===== config.mk =====
export PLATFORM = sky130hd
export DESIGN_NAME = rx_uart
export DESIGN_NICKNAME = d
export VERILOG_FILES = /design/src/rtl/uart_pkg.sv /design/src/rtl/uart_sync2.sv /design/src/rtl/rx_uart.sv
export SDC_FILE = /design/constraint.sdc
export NUM_CORES = 1
export LEC_CHECK = 0
export CAP_MARGIN = 20
export CORE_MARGIN = 8
export CORE_UTILIZATION = 54
export CTS_CLUSTER_DIAMETER = 150
export DETAILED_ROUTE_END_ITERATION = 7
export PLACE_DENSITY_LB_ADDON = 0.12
export SYNTH_ARGS = -nofsm -noshare
export SYNTH_HDL_FRONTEND = slang
export SYNTH_SLANG_ARGS = --single-unit

===== constraint.sdc =====
create_clock -name clk -period 1.9 [get_ports clk]
set_input_delay 0.38 -clock clk [delete_from_list [all_inputs] [get_ports clk]]
set_output_delay 0.38 -clock clk [all_outputs]
set_load 0.01 [all_outputs]

===== src/rtl/uart_pkg.sv =====
// uart_pkg
//   Definitions shared by the UART transmitter and receiver.
//   - rx_state_t      : receiver FSM states (IDLE/START/DATA/STOP)
//   - START_BIT       : line level of the start bit (0)
//   - STOP_BIT        : line level of the stop bit (1)
//   - IDLE_LEVEL      : line level while no frame is in flight (1)
//   - even_parity_err : 1 when a word (data + parity bit) holds an odd number of ones
package uart_pkg;

    typedef enum logic [1:0] {
        IDLE,
        START,
        DATA,
        STOP
    } rx_state_t;

    localparam logic START_BIT  = 1'b0;
    localparam logic STOP_BIT   = 1'b1;
    localparam logic IDLE_LEVEL = 1'b1;

    // The word is zero-extended to 32 bits by the caller. Zero padding does not
    // change the XOR, so any frame up to 32 bits can be checked with this one function.
    function automatic logic even_parity_err(input logic [31:0] word);
        return ^word;
    endfunction

endpackage


===== src/rtl/uart_sync2.sv =====
// uart_sync2
//   Two-flop synchroniser for a single asynchronous input.
//   Ports:
//     clk   : input  1  sampling clock
//     reset : input  1  synchronous, active-high; loads RESET_VALUE into both flops
//     d     : input  1  asynchronous input
//     q     : output 1  synchronised copy of d (two clk latency)
//   Parameter:
//     RESET_VALUE : level both flops take in reset (the line's idle level)
module uart_sync2 #(
    parameter logic RESET_VALUE = 1'b1
) (
    input  logic clk,
    input  logic reset,
    input  logic d,
    output logic q
);

    logic meta;

    always_ff @(posedge clk) begin
        if (reset) begin
            meta <= RESET_VALUE;
            q    <= RESET_VALUE;
        end else begin
            meta <= d;
            q    <= meta;
        end
    end

endmodule


===== src/rtl/rx_uart.sv =====
// rx_uart
//   Oversampling UART receiver. The frame is: start (0), data LSB first,
//   optional even-parity bit, one stop (1).
//   Ports:
//     clk          : input  1    single clock, posedge
//     reset        : input  1    synchronous, active-high
//     sample_tick  : input  1    one-clk strobe at OVERSAMPLE x baud
//     serial_in    : input  1    asynchronous serial line, idles high
//     o_data       : output N    received word, parity bit in MSB when enabled
//     o_valid      : output 1    one-clk pulse when o_data updates
//     o_parity_err : output 1    parity mismatch, qualified by o_valid
//     o_frame_err  : output 1    stop bit sampled low, qualified by o_valid
//     o_busy       : output 1    high from start detection until frame completion
//   N = INPUT_DATA_WIDTH + PARITY_ENABLED. OVERSAMPLE must be even and >= 4.
module rx_uart
    import uart_pkg::*;
#(
    parameter int INPUT_DATA_WIDTH = 8,
    parameter int PARITY_ENABLED   = 1,
    parameter int OVERSAMPLE       = 16
) (
    input  logic                                       clk,
    input  logic                                       reset,
    input  logic                                       sample_tick,
    input  logic                                       serial_in,
    output logic [INPUT_DATA_WIDTH+PARITY_ENABLED-1:0] o_data,
    output logic                                       o_valid,
    output logic                                       o_parity_err,
    output logic                                       o_frame_err,
    output logic                                       o_busy
);

    localparam int N      = INPUT_DATA_WIDTH + PARITY_ENABLED;
    localparam int TICK_W = $clog2(OVERSAMPLE);
    localparam int BIT_W  = $clog2(N + 1);

    localparam logic [TICK_W-1:0] TICK_LAST = TICK_W'(OVERSAMPLE - 1);
    // The detection tick already counts as the first tick of the start bit,
    // so mid-start is reached after OVERSAMPLE/2-1 further ticks.
    localparam logic [TICK_W-1:0] TICK_MID  = TICK_W'(OVERSAMPLE / 2 - 2);
    localparam logic [BIT_W-1:0]  BIT_LAST  = BIT_W'(N - 1);

    logic rx_s;

    rx_state_t         state, state_n;
    logic [TICK_W-1:0] tick_cnt, tick_n;
    logic [BIT_W-1:0]  bit_cnt, bit_n;
    logic [N-1:0]      shift_reg, shift_n;
    logic              stop_sample, stop_n;
    logic              deliver, deliver_n;
    logic [N-1:0]      data_n;
    logic              valid_n, perr_n, ferr_n, busy_n;

    uart_sync2 #(
        .RESET_VALUE(IDLE_LEVEL)
    ) u_sync (
        .clk  (clk),
        .reset(reset),
        .d    (serial_in),
        .q    (rx_s)
    );

    always_ff @(posedge clk) begin
        if (reset) begin
            state        <= IDLE;
            tick_cnt     <= '0;
            bit_cnt      <= '0;
            shift_reg    <= '0;
            stop_sample  <= STOP_BIT;
            deliver      <= 1'b0;
            o_data       <= '0;
            o_valid      <= 1'b0;
            o_parity_err <= 1'b0;
            o_frame_err  <= 1'b0;
            o_busy       <= 1'b0;
        end else begin
            state        <= state_n;
            tick_cnt     <= tick_n;
            bit_cnt      <= bit_n;
            shift_reg    <= shift_n;
            stop_sample  <= stop_n;
            deliver      <= deliver_n;
            o_data       <= data_n;
            o_valid      <= valid_n;
            o_parity_err <= perr_n;
            o_frame_err  <= ferr_n;
            o_busy       <= busy_n;
        end
    end

    // The stop bit is sampled on the mid-stop tick and the FSM returns to IDLE
    // there, so the next start edge can be caught at once. The word is
    // published one clk later through the deliver flag. A start detected in
    // that same clk wins the o_busy update because the case statement comes last.
    always_comb begin
        state_n   = state;
        tick_n    = tick_cnt;
        bit_n     = bit_cnt;
        shift_n   = shift_reg;
        stop_n    = stop_sample;
        deliver_n = 1'b0;
        data_n    = o_data;
        valid_n   = 1'b0;
        perr_n    = o_parity_err;
        ferr_n    = o_frame_err;
        busy_n    = o_busy;

        if (deliver) begin
            data_n  = shift_reg;
            valid_n = 1'b1;
            ferr_n  = (stop_sample != STOP_BIT);
            perr_n  = (PARITY_ENABLED != 0) ? even_parity_err(32'(shift_reg)) : 1'b0;
            busy_n  = 1'b0;
        end

        case (state)
            IDLE: begin
                if (sample_tick && rx_s == START_BIT) begin
                    state_n = START;
                    tick_n  = '0;
                    busy_n  = 1'b1;
                end
            end
            START: begin
                if (sample_tick) begin
                    if (tick_cnt == TICK_MID) begin
                        tick_n = '0;
                        if (rx_s == START_BIT) begin
                            state_n = DATA;
                            bit_n   = '0;
                        end else begin
                            state_n = IDLE;
                            busy_n  = 1'b0;
                        end
                    end else begin
                        tick_n = tick_cnt + 1'b1;
                    end
                end
            end
            DATA: begin
                if (sample_tick) begin
                    if (tick_cnt == TICK_LAST) begin
                        tick_n  = '0;
                        // New bits enter at the MSB, so the first bit ends in bit 0.
                        shift_n = (shift_reg >> 1) | (N'(rx_s) << (N - 1));
                        bit_n   = bit_cnt + 1'b1;
                        if (bit_cnt == BIT_LAST) begin
                            state_n = STOP;
                            bit_n   = '0;
                        end
                    end else begin
                        tick_n = tick_cnt + 1'b1;
                    end
                end
            end
            STOP: begin
                if (sample_tick) begin
                    if (tick_cnt == TICK_LAST) begin
                        tick_n    = '0;
                        stop_n    = rx_s;
                        deliver_n = 1'b1;
                        state_n   = IDLE;
                    end else begin
                        tick_n = tick_cnt + 1'b1;
                    end
                end
            end
            default: begin
                state_n = IDLE;
            end
        endcase
    end

endmodule


==> flow_metrics.env <==
export IMPL_status="complete, no violations"
export IMPL_grt_usage=0.124
export IMPL_rr_endpoint="bit_cnt[3]$_SDFFE_PP0P_"
export IMPL_met1_length_um=1410
export IMPL_syn_area_um2=1570
export IMPL_report_final_slew_viol_count=0
export IMPL_async_flop_share=0
export IMPL_tightest_slew_ns=0.357
export IMPL_gp_congestion=0.767
export IMPL_port_buffers=16
export IMPL_setup_ws_ns=0.111
export IMPL_place_ws_ns=0.0834
export IMPL_end_kind="flip-flop"
export IMPL_cts_buffer_depth=2
export IMPL_max_stage_delay_ns=0.49
export IMPL_max_cap_viol_count=0
export IMPL_place_area_um2=1790
export IMPL_synth_largest_area_cell="dfxtp_1"
export IMPL_hold_viol=0
export IMPL_cp_slowest_cell="or4_1"
export IMPL_setup_viol=0
export IMPL_route_detailed_drc=0
export IMPL_cp_num_buf_inv=0
export IMPL_start_util=0.569
export IMPL_wl_met3_um=125
export IMPL_routedWlPerCell_um=13.0
export IMPL_synthTopCellsByArea="dfxtp_1 (46%), mux2i_1 (12%), nor2_1 (6.0%), xnor2_1 (3.3%), ha_1 (3.2%)"
export IMPL_grt_pass1_vias=1199
export IMPL_die_h_um=69.9
export IMPL_synth_top_family_by_area="simple AND/OR/NAND/NOR gates"
export IMPL_synth_compound_area_share=0.0821
export IMPL_first_pass_iters=4
export IMPL_synth_edf_count=0
export IMPL_avgSynthCellArea_um2=9.34
export IMPL_vias_per_cell=5.35
export IMPL_powerDensity_nw_per_um2=714
export IMPL_clkTransAtPathRegs_ns=0.10
export IMPL_yosysTopAreaCellShare=0.459
export IMPL_p_leak_nw=0.657
export IMPL_htree_levels=2
export IMPL_start_kind="flip-flop"
export IMPL_cp_max_fo=10
export IMPL_antenna_found_initial=0
export IMPL_synth_nets=176
export IMPL_vias=1199
export IMPL_r2r_worst_path_cells=5
export IMPL_drt_iter0_markers=106
export IMPL_crit_chain="or3b_1 > o22ai_2 > nand2_2 > or4_1 > a21oi_1"
export IMPL_drt_wl_total_um=2920
export IMPL_synth_xor_area_share=0.0534
export IMPL_insertion_delay_ns=0.32
export IMPL_finalCritPeriodShare=0.941
export IMPL_min_delay_start="u_sync.meta$_SDFF_PP1_"
export IMPL_cts_tree="built"
export IMPL_nFillCells=223
export IMPL_row_count=19
export IMPL_ir_drop_v=0.000766
export IMPL_multi_input_area_um2=782
export IMPL_final_nets=200
export IMPL_grt_pass1_wl_um=5150
export IMPL_period_minus_slack_ns=1.79
export IMPL_die_area_um2=4890
export IMPL_hp_class="flip-flop to flip-flop"
export IMPL_dominantRegCellSynth="dfxtp_1"
export IMPL_total_power_w=0.00134
export IMPL_dp_hpwl_um=2180
export IMPL_max_clock_freq_mhz=559
export IMPL_crit_required_ns=2.15
export IMPL_synth_seq_area_share=0.459
export IMPL_cts_root_buf="clkbuf_4"
export IMPL_top_layer="met4"
export IMPL_cts_buffers=5
export IMPL_die_x_um=69.9
export IMPL_skew_ns=0.00588
export IMPL_fin_tns_setup_ns=0
export IMPL_relSlewSlack=0.762
export IMPL_synth_area_mux_share=0.121
export IMPL_ioPinCount=17
export IMPL_numClockSinks=36
export IMPL_seqCellArea_um2=723
export IMPL_critPathTopFamily="simple AND/OR/NAND/NOR gates"
export IMPL_grt_overflow_total=0
export IMPL_synth_simple_area_share=0.208
export IMPL_arrival_ns=2.04
export IMPL_min_path_cells=1
export IMPL_ys_types=35
export IMPL_design_area_um2=1870
export IMPL_rsz0062_at_grt="false"
export IMPL_hold_end="u_sync.q$_SDFF_PP1_"
export IMPL_rrSetupSlack_ns=0.11
export IMPL_area_delta_synth_final_pct=19.5
export IMPL_grt_max_degree=16
export IMPL_coreArea_um2=2760
export IMPL_drive_gt1_frac=0.135
export IMPL_synth_seq_cells=36
export IMPL_synthAdderAreaFrac=0.0319
export IMPL_wl_met2_um=1380
export IMPL_yosysWarnings=0
export IMPL_antenna_cells=0
export IMPL_critical_path_class="flip-flop to flip-flop"
export IMPL_postRouteAntennaNets=0
export IMPL_syn_instance_count=168
==> kinds of logic after synthesis <==
| kind of cell | after synthesis |
|---|---|
| simple gates | 65 |
| flops | 36 |
| compound gates | 22 |
| mux | 19 |
| buf+inv | 14 |
| xor+xnor | 8 |
| fa+ha+maj | 4 |
==> metrics by stage <==
stage	cells	util	hold slack (ns)
floorplan	168	-	0.389
global placement	216	0.650	0.394
detailed placement	216	0.650	0.402
CTS	224	0.678	0.427
global route	224	0.680	0.439
finish	224	0.680	0.421
==> report_power, final <==
part           switching, W  internal, W
clock              0.000235     0.000276
sequential       0.00000450     0.000760
combinational     0.0000321    0.0000296
total              0.000272      0.00107
==> synthesized netlist by cell type (2+ instances only) <==
library cell and n:
a21o_1 2, a21oi_1 9, buf_6 2, clkbuf_1 5, dfxtp_1 36, ha_1 4
inv_1 5, mux2i_1 19, nand2_1 11, nand3_1 3, nand3b_1 3, nand4_1 2
nor2_1 25, nor2b_1 2, nor3_1 4, o21ai_0 8, or2_2 3, or4_1 3
xnor2_1 6
==> worst max path at each step <==
stage	end	slack [ns]	cells past startpoint
2_1_floorplan	bit_cnt[2]$_SDFFE_PP0P_	0.15	6
3_3_place_gp	tick_cnt[2]$_SDFFE_PP0P_	0.12	4
3_5_place_dp	bit_cnt[3]$_SDFFE_PP0P_	0.08	5
4_1_cts	bit_cnt[3]$_SDFFE_PP0P_	0.05	6
5_1_grt	bit_cnt[3]$_SDFFE_PP0P_	0.0003	6
6_report	bit_cnt[3]$_SDFFE_PP0P_	0.11	5
==> timing repair <==
item	CTS	global route
resized for setup	0	3
buffers inserted	0	0
endpoints found under the setup margin	0	3
hold buffers	0	0
==> cells in the final DEF, fill, tap and decap left out, drive strengths merged, types with 2 or more instances in the layout <==
cell type / instances
nand3: 3
xnor2: 6
mux2i: 19
nor3: 4
a21oi: 9
dfxtp: 36
clkdlybuf4s50: 16
o21ai: 8
nand2: 12
nand3b: 3
or4: 3
buf: 10
ha: 4
or2: 3
nor2: 25
clkbuf: 6
nor2b: 2
inv: 5
a21o: 2
nand4: 2
==> per-layer routing <==
metal	track usage	vias up
li1	-	618
met2	0.198	23
met3	0.0452	2
met1	0.148	556
met4	0.0446	0
met5	0	-
==> cell type report <==
class / instances / area share
Tap cell: 31 / 0.0207
Inverter: 5 / 0.0100
Clock buffer: 6 / 0.0220
Multi-Input combinational cell: 118 / 0.417
Timing Repair Buffer: 26 / 0.126
Sequential cell: 36 / 0.386
Clock inverter: 2 / 0.0187
No activity file was read; power rests on OpenSTA's default activity.
==> RTL edit 1, RTL diff (same settings) <==
Make the reset (`reset`) asynchronous in 2 clocked blocks. Comments in the files are not updated.
--- a/src/rtl/uart_sync2.sv
+++ b/src/rtl/uart_sync2.sv
@@ -20,3 +20,3 @@
 
-    always_ff @(posedge clk) begin
+    always_ff @(posedge clk or posedge reset) begin
         if (reset) begin
--- a/src/rtl/rx_uart.sv
+++ b/src/rtl/rx_uart.sv
@@ -62,3 +62,3 @@
 
-    always_ff @(posedge clk) begin
+    always_ff @(posedge clk or posedge reset) begin
         if (reset) begin
Function: differs if reset is asserted again (counterexample within 4 cycles, from zero or initial values and one cycle with reset high); with reset held inactive, the same outputs for 10 cycles.
==> RTL edit 1 against the unedited design <==
- area after synthesis up 7.9%
- sequential cell count unchanged
- design area up 5.9%
- wire length up 3.6%
- utilization down 2.4 points
- global-route usage up 0.90 points
- register-to-register slack better by 0.16 ns
- via count down 8.3%
- final cell count down 9.4%
- worst setup slack better by 0.13 ns
- highest routed layer unchanged
- clock skew up 0.014 ns
Power is not compared: it rests on default switching activity, and its combinational part moved more than twofold at a synthesized area within 25%.
==> RTL edit 1: results (changes against the unedited design) <==
static leakage=~0.91 nW; Antenna Cells=0 (unchanged); xor/xnor share of the synthesized area=0.0591 (+0.00570); Placed Area=1910 um^2 (+6.3%); Post-Synth Adder-Cell Area=0.0296 (-0.00233); slew margin rel.=0.553 (-0.209); Clock Latency Late Sink=0.36 ns (+0.04 ns); Post-synth top cells=33 x dfrtp_1, 19 x mux2_2, 8 x o21ai_0; Post-CTS Setup Repair Bufs=0 (unchanged); FILL cells=241 (+8.1%); via-per-instance ratio=5.41 (+1.1%); antenna violations before repair=0 (unchanged); critical path fanouts, max=2 (-8); Slowest-stage cell, CP=clkdlybuf4s50_1; largest net degree at the start of global routing=37 (+21); DR pass1 iterations=4 (unchanged); CP delay by family, top=buffers and inverters; Clock transition at path regs=0.11 ns; Starting DRT DRC Count=78 (-26%); HP Class=flip-flop to flip-flop; startpoint types=flip-flop; Routed WL per cell=14.9 um (+14%); Worst Skew=0.0201 ns (+0.0142 ns); Post-DP HPWL=2.09 mm (-4.4%); critical path's largest stage delay=0.55 ns (+0.06 ns); CTS buffer count=5 (unchanged); DRT antenna net count=0 (unchanged); Synth Warn #=0 (unchanged); sequential cell area fraction in the yosys report=0.534 (+0.0750); GRT Overall Usage=0.133 (+0.00896); first-pass GRT wire length=5.18 mm (+0.52%); buffers added on ports=16 (unchanged); Worst Hold Depth=0 (-1); met3 usage=0.0565 (+0.0113); Placement Setup Slack=0.0584 ns (-0.0250 ns); critical path arrival=1.28 ns (-0.76 ns); Nets=166 (-17%); compound-cell area share of the yosys netlist=0.103 (+0.0206); Max VDD drop=approximately 0.72 mV; post-synth cell types=39 (+11%); met1 Usage GRT=0.152 (+0.00347); clock buffer depth=2 (unchanged); share of cells above drive strength 1=0.233 (+0.0980); vias in the first global route=1149 (-4.2%); outcome=complete, no violations; clk root buf=clkbuf_4; met2 GRT Util=0.195 (-0.00263); mux share of post-synthesis cell area=0.141 (+0.0200); GP Congestion=0.840 (+9.5%); htree depth=2 (unchanged); Area contributors post-synth=dfrtp_1 49%, mux2_2 13%, dfstp_2 4.7%; max cap viols=0 (unchanged); CTS resizes=0 (unchanged); Async SR Flop Fraction=1.00 (+1.00); FF-to-FF path depth=4 (-1)
## RTL edit 1: cell types whose count changed after synthesis, moves of 3 or more
cell,change
dfrtp_1,+33
a21oi_1,-6
or4_1,-3
or2_2,-3
clkbuf_1,-5
nor3b_1,+3
nand2_1,-4
mux2_2,+19
nand3_1,+3
nor2_1,-22
dfstp_2,+3
mux2i_1,-18
nand3b_1,-3
dfxtp_1,-36
## RTL edit 1: kinds of logic after synthesis
logic type	count (synthesis)
AOI/OAI and AO/OA	24
muxes	21
and+or+nand+nor	31
adders and majority gates	4
DFF	36
xor gates and xnor gates	9
buffers and inverters	11
## RTL edit 1: worst reg2reg max path, stage by stage (launching register included)
cell and delay, ns:
dfstp_2 0.59, inv_1 0.08, o31ai_1 0.56, o31ai_1 0.18, o41a_1 0.13
## RTL edit 1: path summary, 6_finish.rpt
kind | from | end | slack [ns]
min in group asynchronous | reset | o_data[6] | 0.42
max in group asynchronous | reset | u_sync.meta | 1.12
hold / removal | u_sync.meta | u_sync.q | 0.36
setup reg to reg | u_sync.q | state[0] | 0.27
hold reg to reg | u_sync.meta | u_sync.q | 0.36
setup / recovery | o_parity_err | o_parity_err | 0.24
## RTL edit 1: routing by layer
metal,routed length (um),part of all wire
met5,0,0
met3,164,0.054
met2,1420,0.47
met1,1400,0.46
met4,41,0.014
## RTL edit 1: where the power goes
group	internal (W)	switching (W)
Combinational	0.000226	0.000233
Clock	0.000274	0.000271
Sequential	0.000880	0.000164
Total	0.00138	0.000668
## RTL edit 1: final cells by class
cell class,instances,area [um^2],area share
timing repair buffer,19,183,0.0920
clock buffer,5,37.5,0.0189
sequential,36,905,0.456
inverter,7,26.3,0.0132
multi-input combinational,89,737,0.371
tap,44,55.1,0.0277
clock inverter,3,42.5,0.0214
## RTL edit 1: metrics by stage
step                std cells  total power (W)
floorplan                 136          0.00140
global placement          195          0.00149
global route              203          0.00218
detailed placement        195          0.00152
finish                    203          0.00205
CTS                       203          0.00207
==> RTL edit 2, RTL diff (config.mk and constraints unchanged) <==
Without the edit above. Set the parameter `OVERSAMPLE` to 32 (it was 16).
--- a/src/rtl/rx_uart.sv
+++ b/src/rtl/rx_uart.sv
@@ -19,3 +19,3 @@
     parameter int PARITY_ENABLED   = 1,
-    parameter int OVERSAMPLE       = 16
+    parameter int OVERSAMPLE       = 32
 ) (
Check against the original RTL: same outputs for any inputs over 10 cycles, from zero or initial values and one cycle with reset high; that may be too few to reach the edited logic, so the function may still have changed.
==> RTL edit 2 against the unedited design <==
- design area is 3.3% higher
- sequential cell count increased by 1
- sequential power increased by 2%
- global-route usage increased by 1.6 points
- area after synthesis grew 7.0%
- wire length up 17%
- combinational power is 20% lower
- worst setup slack improved by 0.062 ns
- power shrank 8.0%
- critical path type unchanged
- critical endpoint is now tick_cnt[2]
- largest cell class unchanged
- largest power group unchanged
==> RTL edit 2: results (changes against the unedited design) <==
outcome=complete, no violations; Async SR Flop Fraction=0 (unchanged); Antenna Cells=0 (unchanged); GRT Overall Usage=0.140 (+0.0157); routed length on met3=171 um (+37%); Starting DRT DRC Count=108 (+1.9%); share of cells above drive strength 1=0.110 (-0.0252); clk root buf=clkbuf_4; crit path from=tick_cnt[0]; GP Congestion=0.768 (+0.14%); M1 wire length=1.51 mm (+7.5%); HP Class=flip-flop to flip-flop; met2 GRT Util=0.241 (+0.0429); Slowest-stage cell, CP=dfxtp_1; post-synth cell types=37 (+5.7%); critical path fanouts, max=6 (-4); static leakage=0.709 nW (+7.9%); Placed Area=1880 um^2 (+4.8%); Switching Share=0.237 (+0.0341); synthesized netlist net count=199 (+13%); most common cell after layout, fill and taps aside=dfxtp_1; met1 Usage GRT=0.153 (+0.00466); CP delay by family, top=simple AND/OR/NAND/NOR gates; Logic pwr share=0.040 (-0.006); met3 usage=0.0349 (-0.0103); Clock Latency Late Sink=0.34 ns (+0.02 ns); antenna violations before repair=0 (unchanged); Worst Skew=0.00665 ns (+0.000771 ns); Vias=1378 (+15%); vias in the first global route=1306 (+8.9%); FILL cells=273 (+22%); critical path's largest stage delay=0.35 ns (-0.14 ns); Nets=219 (+9.5%); buffers added on ports=16 (unchanged); Post-DP HPWL=2.45 mm (+12%); sequential cell area fraction in the yosys report=0.441 (-0.0182); Max VDD drop=0.307 mV (-60%); Post-synth top cells=37 x dfxtp_1, 24 x nand2_1, 20 x nor2_1; critical path arrival=2.00 ns (-0.04 ns); Clock Power=0.000398 W (-22%); drt total wl=3.41 mm (+17%); Slew @ Worst Pin=0.635 ns (+0.278 ns); WL met2=1.68 mm (+22%); Psw=0.000292 W (+7.4%); Area contributors post-synth=dfxtp_1 44%, a21oi_1 5.4%, mux2i_1 5.4%; first-pass GRT wire length=5.80 mm (+12%)
RTL edit 2: changes by cell type after synthesis, sizes merged, moves of 4 or more:
cell,change
a21oi,+9
a31oi,+4
mux2i,-10
nand2,+12
nand3,+5
nor2,-5
o21ai,-4
RTL edit 2: cell type report:
type                    instances  area [um^2]  area share
well taps                      33         41.3      0.0213
clock inverters                 3         17.5     0.00905
flip-flops and latches         37          741       0.383
multi-input cells             134          856       0.442
repair buffers                 23          213       0.110
clock buffers                   5         37.5      0.0194
inverters                       8         30.0      0.0155
RTL edit 2: final timing paths:
kind	depth (start not counted)	endpoint	slack [ns]
worst max-delay path	7	tick_cnt[2]	0.17
worst min-delay path	1	u_sync.q	0.42
worst max register to register	7	tick_cnt[2]	0.17
worst min register to register	1	u_sync.q	0.42
RTL edit 2: per-stage QoR:
step / hold slack (ns) / setup slack [ns] / cells
finish: 0.421 / 0.173 / 243
global route: 0.442 / 0.0332 / 243
CTS: 0.430 / 0.179 / 243
detailed placement: 0.399 / 0.158 / 235
global placement: 0.393 / 0.186 / 235
floorplan: 0.389 / 0.367 / 189
RTL edit 2: cell families after synthesis:
group	Yosys count	synth area share
AO/OA/AOI/OAI	38	0.154
XOR/XNOR	6	0.0395
adder cells (fa/ha/maj)	6	0.0447
buffers and inverters	18	0.0499
flip-flops	37	0.441
multiplexers	9	0.0537
AND/OR/NAND/NOR	75	0.218
RTL edit 2: worst reg2reg max path: stages, from the launching register on:
cell and delay [ns]:
dfxtp_1 0.35, ha_1 0.22, and3_1 0.21, ha_1 0.24, nand2b_1 0.20, o31ai_4 0.10, nand4b_1 0.16, a31oi_1 0.19
